File: src/rtl/invader_formation.sv
// Enemy formation controller: marches a ROWS x COLS block across the screen,
// tracks which cells are alive, and reports landing and wave-cleared.
module invader_formation #(
  parameter int ROWS        = 5,
  parameter int COLS        = 11,
  parameter int CELL_W      = 32,
  parameter int CELL_H      = 24,
  parameter int STEP_X      = 2,
  parameter int STEP_Y      = 8,
  parameter int START_X     = 64,
  parameter int START_Y     = 32,
  parameter int SCREEN_W    = 640,
  parameter int LAND_Y      = 400,
  parameter int SPEED_SHIFT = 2
) (
  input  logic                           Clk,
  input  logic                           Reset,
  input  logic                           frame_tick,
  input  logic                           Start,
  input  logic                           hit_valid,
  input  logic [$clog2(ROWS)-1:0]        hit_row,
  input  logic [$clog2(COLS)-1:0]        hit_col,
  output logic [9:0]                     origin_x,
  output logic [9:0]                     origin_y,
  output logic [ROWS*COLS-1:0]           alive_mask,
  output logic [$clog2(ROWS*COLS+1)-1:0] alive_count,
  output logic                           dir_right,
  output logic                           hit_ack,
  output logic                           hit_killed,
  output logic                           landed,
  output logic                           cleared
);
  localparam int N   = ROWS * COLS;
  localparam int CNW = $clog2(N + 1);
  localparam int IW  = $clog2(N);
  localparam int RW  = $clog2(ROWS);
  localparam int CLW = $clog2(COLS);

  typedef enum logic [2:0] {IDLE, MARCH_R, MARCH_L, DROP, LANDED, CLEARED} state_t;
  state_t state, state_nxt;

  logic [9:0]     ox_nxt, oy_nxt;
  logic [N-1:0]   mask_nxt;
  logic [CNW-1:0] cnt_nxt, div_cnt, div_nxt, period;
  logic           dir_nxt, do_move, hit_in_range, hit_kill;
  logic [IW-1:0]  hit_idx;
  logic [COLS-1:0] col_alive;
  logic [ROWS-1:0] row_alive;
  logic [CLW-1:0] lc, rc;
  logic [RW-1:0]  rb;
  logic [10:0]    right_edge, left_edge, drop_bottom;
  logic           at_right, at_left;

  genvar r;
  for (r = 0; r < ROWS; r++) begin : g_row
    assign row_alive[r] = |alive_mask[r*COLS +: COLS];
  end

  // Occupied extents of the living block; an empty mask defaults to 0.
  always_comb begin
    col_alive = '0;
    lc = '0;
    rc = '0;
    rb = '0;
    for (int c = 0; c < COLS; c++)
      for (int i = 0; i < ROWS; i++)
        if (alive_mask[i*COLS + c]) col_alive[c] = 1'b1;
    for (int c = COLS-1; c >= 0; c--) if (col_alive[c]) lc = CLW'(c);
    for (int c = 0; c < COLS; c++)    if (col_alive[c]) rc = CLW'(c);
    for (int i = 0; i < ROWS; i++)    if (row_alive[i]) rb = RW'(i);
  end

  assign right_edge  = {1'b0, origin_x} + (11'(rc) + 11'd1) * 11'(CELL_W) - 11'd1;
  assign left_edge   = {1'b0, origin_x} + 11'(lc) * 11'(CELL_W);
  assign drop_bottom = {1'b0, origin_y} + 11'(STEP_Y) + (11'(rb) + 11'd1) * 11'(CELL_H);
  assign at_right    = (right_edge + 11'(STEP_X)) > 11'(SCREEN_W - 1);
  // Also turn when the origin itself would underflow (left columns dead).
  assign at_left     = (left_edge < 11'(STEP_X)) || (origin_x < 10'(STEP_X));

  assign period       = alive_count >> SPEED_SHIFT;
  assign hit_in_range = (int'(hit_row) < ROWS) && (int'(hit_col) < COLS);
  assign hit_idx      = hit_in_range ? IW'(int'(hit_row) * COLS + int'(hit_col)) : '0;
  assign hit_kill     = hit_valid && hit_in_range && alive_mask[hit_idx];

  always_comb begin
    state_nxt = state;
    ox_nxt    = origin_x;
    oy_nxt    = origin_y;
    dir_nxt   = dir_right;
    div_nxt   = div_cnt;
    mask_nxt  = alive_mask;
    cnt_nxt   = alive_count;
    do_move   = 1'b0;
    if (hit_kill) begin
      mask_nxt[hit_idx] = 1'b0;
      cnt_nxt = alive_count - CNW'(1);
    end
    if (frame_tick && (state == MARCH_R || state == MARCH_L)) begin
      if (div_cnt >= period) begin
        div_nxt = '0;
        do_move = 1'b1;
      end else begin
        div_nxt = div_cnt + CNW'(1);
      end
    end
    case (state)
      IDLE:    if (Start) state_nxt = MARCH_R;
      MARCH_R: if (do_move) begin
                 if (at_right) state_nxt = DROP;
                 else          ox_nxt = origin_x + 10'(STEP_X);
               end
      MARCH_L: if (do_move) begin
                 if (at_left) state_nxt = DROP;
                 else         ox_nxt = origin_x - 10'(STEP_X);
               end
      DROP: begin
        oy_nxt  = origin_y + 10'(STEP_Y);
        dir_nxt = !dir_right;
        if (drop_bottom >= 11'(LAND_Y)) state_nxt = LANDED;
        else                            state_nxt = dir_right ? MARCH_L : MARCH_R;
      end
      LANDED, CLEARED: if (Start) begin
        ox_nxt    = 10'(START_X);
        oy_nxt    = 10'(START_Y);
        mask_nxt  = '1;
        cnt_nxt   = CNW'(N);
        dir_nxt   = 1'b1;
        div_nxt   = '0;
        state_nxt = MARCH_R;
      end
      default: state_nxt = IDLE;
    endcase
    // Wave clear overrides whatever the march would have done.
    if (cnt_nxt == '0) state_nxt = CLEARED;
  end

  always_ff @(posedge Clk or posedge Reset) begin
    if (Reset) begin
      state       <= IDLE;
      origin_x    <= 10'(START_X);
      origin_y    <= 10'(START_Y);
      alive_mask  <= '1;
      alive_count <= CNW'(N);
      dir_right   <= 1'b1;
      div_cnt     <= '0;
      hit_ack     <= 1'b0;
      hit_killed  <= 1'b0;
    end else begin
      state       <= state_nxt;
      origin_x    <= ox_nxt;
      origin_y    <= oy_nxt;
      alive_mask  <= mask_nxt;
      alive_count <= cnt_nxt;
      dir_right   <= dir_nxt;
      div_cnt     <= div_nxt;
      hit_ack     <= hit_valid;
      hit_killed  <= hit_kill;
    end
  end

  assign landed  = (state == LANDED);
  assign cleared = (state == CLEARED);
endmodule

File: config.mk
export PLATFORM = sky130hd
export DESIGN_NAME = invader_formation
export DESIGN_NICKNAME = d
export VERILOG_FILES = /design/src/rtl/invader_formation.sv
export SDC_FILE = /design/constraint.sdc
export NUM_CORES = 1
export LEC_CHECK = 0
export CAP_MARGIN = 20
export CORE_ASPECT_RATIO = 2
export CORE_UTILIZATION = 38
export CTS_CLUSTER_SIZE = 30
export DETAILED_ROUTE_END_ITERATION = 7
export GPL_TIMING_DRIVEN = 0
export HOLD_SLACK_MARGIN = 0.15
export PLACE_DENSITY_LB_ADDON = 0.15
export SLEW_MARGIN = 20
export SYNTH_ARGS = -nofsm -noshare
export SYNTH_HDL_FRONTEND = slang
export SYNTH_SLANG_ARGS = --single-unit
File: constraint.sdc
create_clock -name Clk -period 4.6 [get_ports Clk]
set_input_delay 1.15 -clock Clk [delete_from_list [all_inputs] [get_ports Clk]]
set_output_delay 1.15 -clock Clk [all_outputs]
set_load 0.1 [all_outputs]
==> flow_summary.ini <==
[global_route]
grt.total_usage_pct = 28.4
grt_pass1_wl_mm = 37.5
grt_pass1_vias = 6716
grt_max_degree = 58
overflow = 0
grt_antenna_before_repair = 0

[min_path]
min_from = alive_mask[33]$_DFF_PP1_
whs_path_depth = 2
hp-class = reg -> reg
min_to = alive_mask[33]$_DFF_PP1_

[final_layout]
drive_above_1_share_pct = 27.1
layout.cells.non_filler = 1064
fin_nets = 913
area.growth.synth_to_final_pct = 40.8
n_antenna_cell = 0

[synthesis]
ys_seq_area_share_pct = 35.3
synth_area_um2 = 6540
ys_seq_elements = 89
synth-main-ff-cell = dfstp_2
syn-mean-instance-area_um2 = 9.13
synth.distinct_cells = 77
synth_cells = 716
ys_warn_count = 0
synth_edf_count = 0
async_flop_share_pct = 100

[critical_path]
cp_common_cell = buf_12
required_ns = 4.87
startpoint_type = primary input
cp_max_fo = 6
worst_r2r_endpoint = state[1]$_DFFE_PP0P_
critical_path.cell_chain = buf_12, inv_4, ha_4, fa_2, fa_2, buf_12, mux2_4, o21ai_2, a221o_1, a221oi_4, o32ai_4, or2_4, buf_12, buf_12, buf_12, o41ai_4, nand2_1
worstReg2RegStart = alive_mask[26]$_DFF_PP1_
arrival_ns = 4.79
reg2reg_slack_ns = 0.23
worstSetupPathType = in -> reg
slowest_delay_ns = 0.56
slowest_stage = fa_2
cp-end-kind = flop
reg2reg_depth = 18

[sta]
worstMarginPinSlew_ns = 0.986
finalHoldViolCount = 0
fmax_ghz = 0.221
fin_setup_tns_ns = 0
min_period_over_period_pct = 98.3
post-route-min-period_ns = 4.52
hold_ws_ns = 0.496
slew_violations = 0
grt_setup_unrepaired = true
clock_skew_ns = 0.00706
relSlewSlack_pct = 34.1
setup_viol = 0

[cts]
clkSinkCount = 89
cts_root_buf = clkbuf_16
cts_buffers = 9
h-tree-depth = 3
cts.clk_slew.worst_paths_ns = 0.07
tritoncts = done
clockBufferDepth = 2
cts_hold_buf = 0
clk_latency_ns = 0.36

[floorplanning]
die_h_um = 187
placementRows = 67
floorplan.initialDensity_pct = 39.0
die_w_um = 94.7
coreArea_um2 = 16800
io-pin-count = 98
die_area_um2 = 17800

[placement]
place_inst = 1023
dpl.hpwl_mm = 18.3
place_congestion = 1.04
port_buffers = 93

[routing]
drt-initial-drc-count = 277
drc = 0
ant_nets = 0
firstDrtPassIters = 5
vias_per_cell = 6.20
wl_mm = 25.2
num_vias = 6602
wire_per_inst_um = 23.7

[power]
swShare_pct = 57.4
seqPwrFrac_pct = 25.2
p_leak_nw = 3.88
ir_drop_v = 0.000687
intPower_mw = 3.05
power.switching_mw = 4.11
clkPwrFrac_pct = 11.1
power.density_nw_per_um2 = 779
comb_power_share_pct = 63.8

[run]
cap_violations = 0

[status]
run_status = finished, final reports clean
[routing by layer]
metal / global-route usage, % / part of all wire [%] / wire [um] / vias up
li1: - / - / - / 2943
met1: 28.7 / 34 / 8530 / 3236
met2: 49.5 / 52 / 13200 / 301
met3: 4.72 / 5.4 / 1360 / 122
met4: 22.8 / 8.5 / 2140 / 0
met5: 0 / 0 / 0 / -
[cell usage in the layout (no fill, tap or decap), types with 8 or more instances in the layout]
cell             count
ha_1                39
clkdlybuf4s50_1     86
clkbuf_16           12
o41ai_1             13
a21oi_1             18
mux2i_1              8
xnor2_1             11
or4_1                8
or3_1                9
clkbuf_1            18
inv_1               38
nand2_1             95
o41ai_4             13
o41ai_2             29
buf_4               27
buf_6                9
nor2_1              57
o21ai_0             17
nand2b_1             9
o22ai_1              8
o31ai_1             10
dfrtp_1             26
a21o_1               8
nand3_1             15
xor2_1               9
dfstp_2             63
nor3_1              26
[metrics by stage]
step / power [mW] / area, um2 / util [%] / worst slack, ns
after detailed placement: 5.75 / 7780 / 46.4 / -1.23
final: 7.16 / 9200 / 54.9 / 0.0770
after global routing: 7.44 / 9200 / 54.9 / -0.0524
after CTS: 6.78 / 8500 / 50.7 / 0.00957
after global placement: 5.68 / 7750 / 46.3 / -1.14
after floorplan: 4.67 / 6570 / - / 0.0103
[how the worst max path moves through the flow]
stage,end,slack (ns),cells past startpoint,start
CTS,state[1]$_DFFE_PP0P_,0.01,15,hit_row[1]
finish,alive_mask[48]$_DFF_PP1_,0.08,17,hit_row[1]
detailed placement,alive_mask[51]$_DFF_PP1_,-1.23,16,hit_row[1]
floorplan,alive_mask[48]$_DFF_PP1_,0.01,15,hit_row[1]
global placement,alive_mask[49]$_DFF_PP1_,-1.14,17,hit_row[1]
global route,alive_count[0]$_DFF_PP1_,-0.05,15,hit_col[3]
[critical path, delay by kind of cell]
family / cells / cell delay, ns
buffers and inverters: 6 / 0.74
muxes: 1 / 0.19
and+or+nand+nor: 2 / 0.40
AOI/OAI and AO/OA: 5 / 1.02
adders and majority gates: 3 / 1.25
[sequential cells by signal (all words and copies together), names as in the netlist]
register,count
alive_mask,55
origin_y,7
origin_x,9
state,3
hit_killed,1
dir_right,1
alive_count,6
div_cnt,6
hit_ack,1
[Yosys cell counts, types with 10 or more instances]
cell type  number  share of area [%]
dfrtp_1        26                 10
ha_1           44                8.4
a21oi_1        21                1.6
nand3_1        17                1.3
inv_1          41                2.4
xnor2_1        13                1.7
nand2_1        97                5.6
o31ai_1        10                1.1
nor2_1         58                3.3
dfstp_2        63                 25
clkbuf_1       19                1.1
o21ai_0        17                1.3
nor3_1         28                2.1
o41ai_1        54                7.2
xor2_1         11                1.5
[kinds of logic (layout without fill, tap and decap cells)]
| family | after synthesis | after routing | share of synthesized area (%) |
|---|---|---|---|
| buffers and inverters | 83 | 218 | 6.09 |
| AOI/OAI and AO/OA | 177 | 177 | 21.0 |
| muxes | 18 | 18 | 4.02 |
| and+or+nand+nor | 274 | 274 | 20.1 |
| xor gates and xnor gates | 25 | 25 | 3.46 |
| DFF | 89 | 89 | 35.3 |
| other | 1 | 7 | 0.0574 |
| adders and majority gates | 49 | 49 | 9.95 |
[timing repair]
item	4_1_cts	5_1_grt
resized for setup	66	88
setup endpoints to repair	74	69
buffers inserted	9	13
cloned	0	4
pin swaps	14	15
[final cells by class]
class,instances,area [um2]
buffer,41,312
sequential,89,2310
tap,207,259
fill,1524,7570
timing repair buffer,120,1240
inverter,41,159
multi-input combinational,550,4620
clock buffer,10,239
clock inverter,6,70.1
[power by group through the flow]
stage | Clock (mW) | Combinational, mW | Sequential [mW]
global placement | 0 | 3.94 | 1.74
finish | 0.792 | 4.57 | 1.80
CTS | 0.803 | 4.23 | 1.74
floorplan | 0 | 1.29 | 3.37
detailed placement | 0 | 4.01 | 1.74
global route | 0.836 | 4.78 | 1.82
No activity file was read; power rests on OpenSTA's default activity.
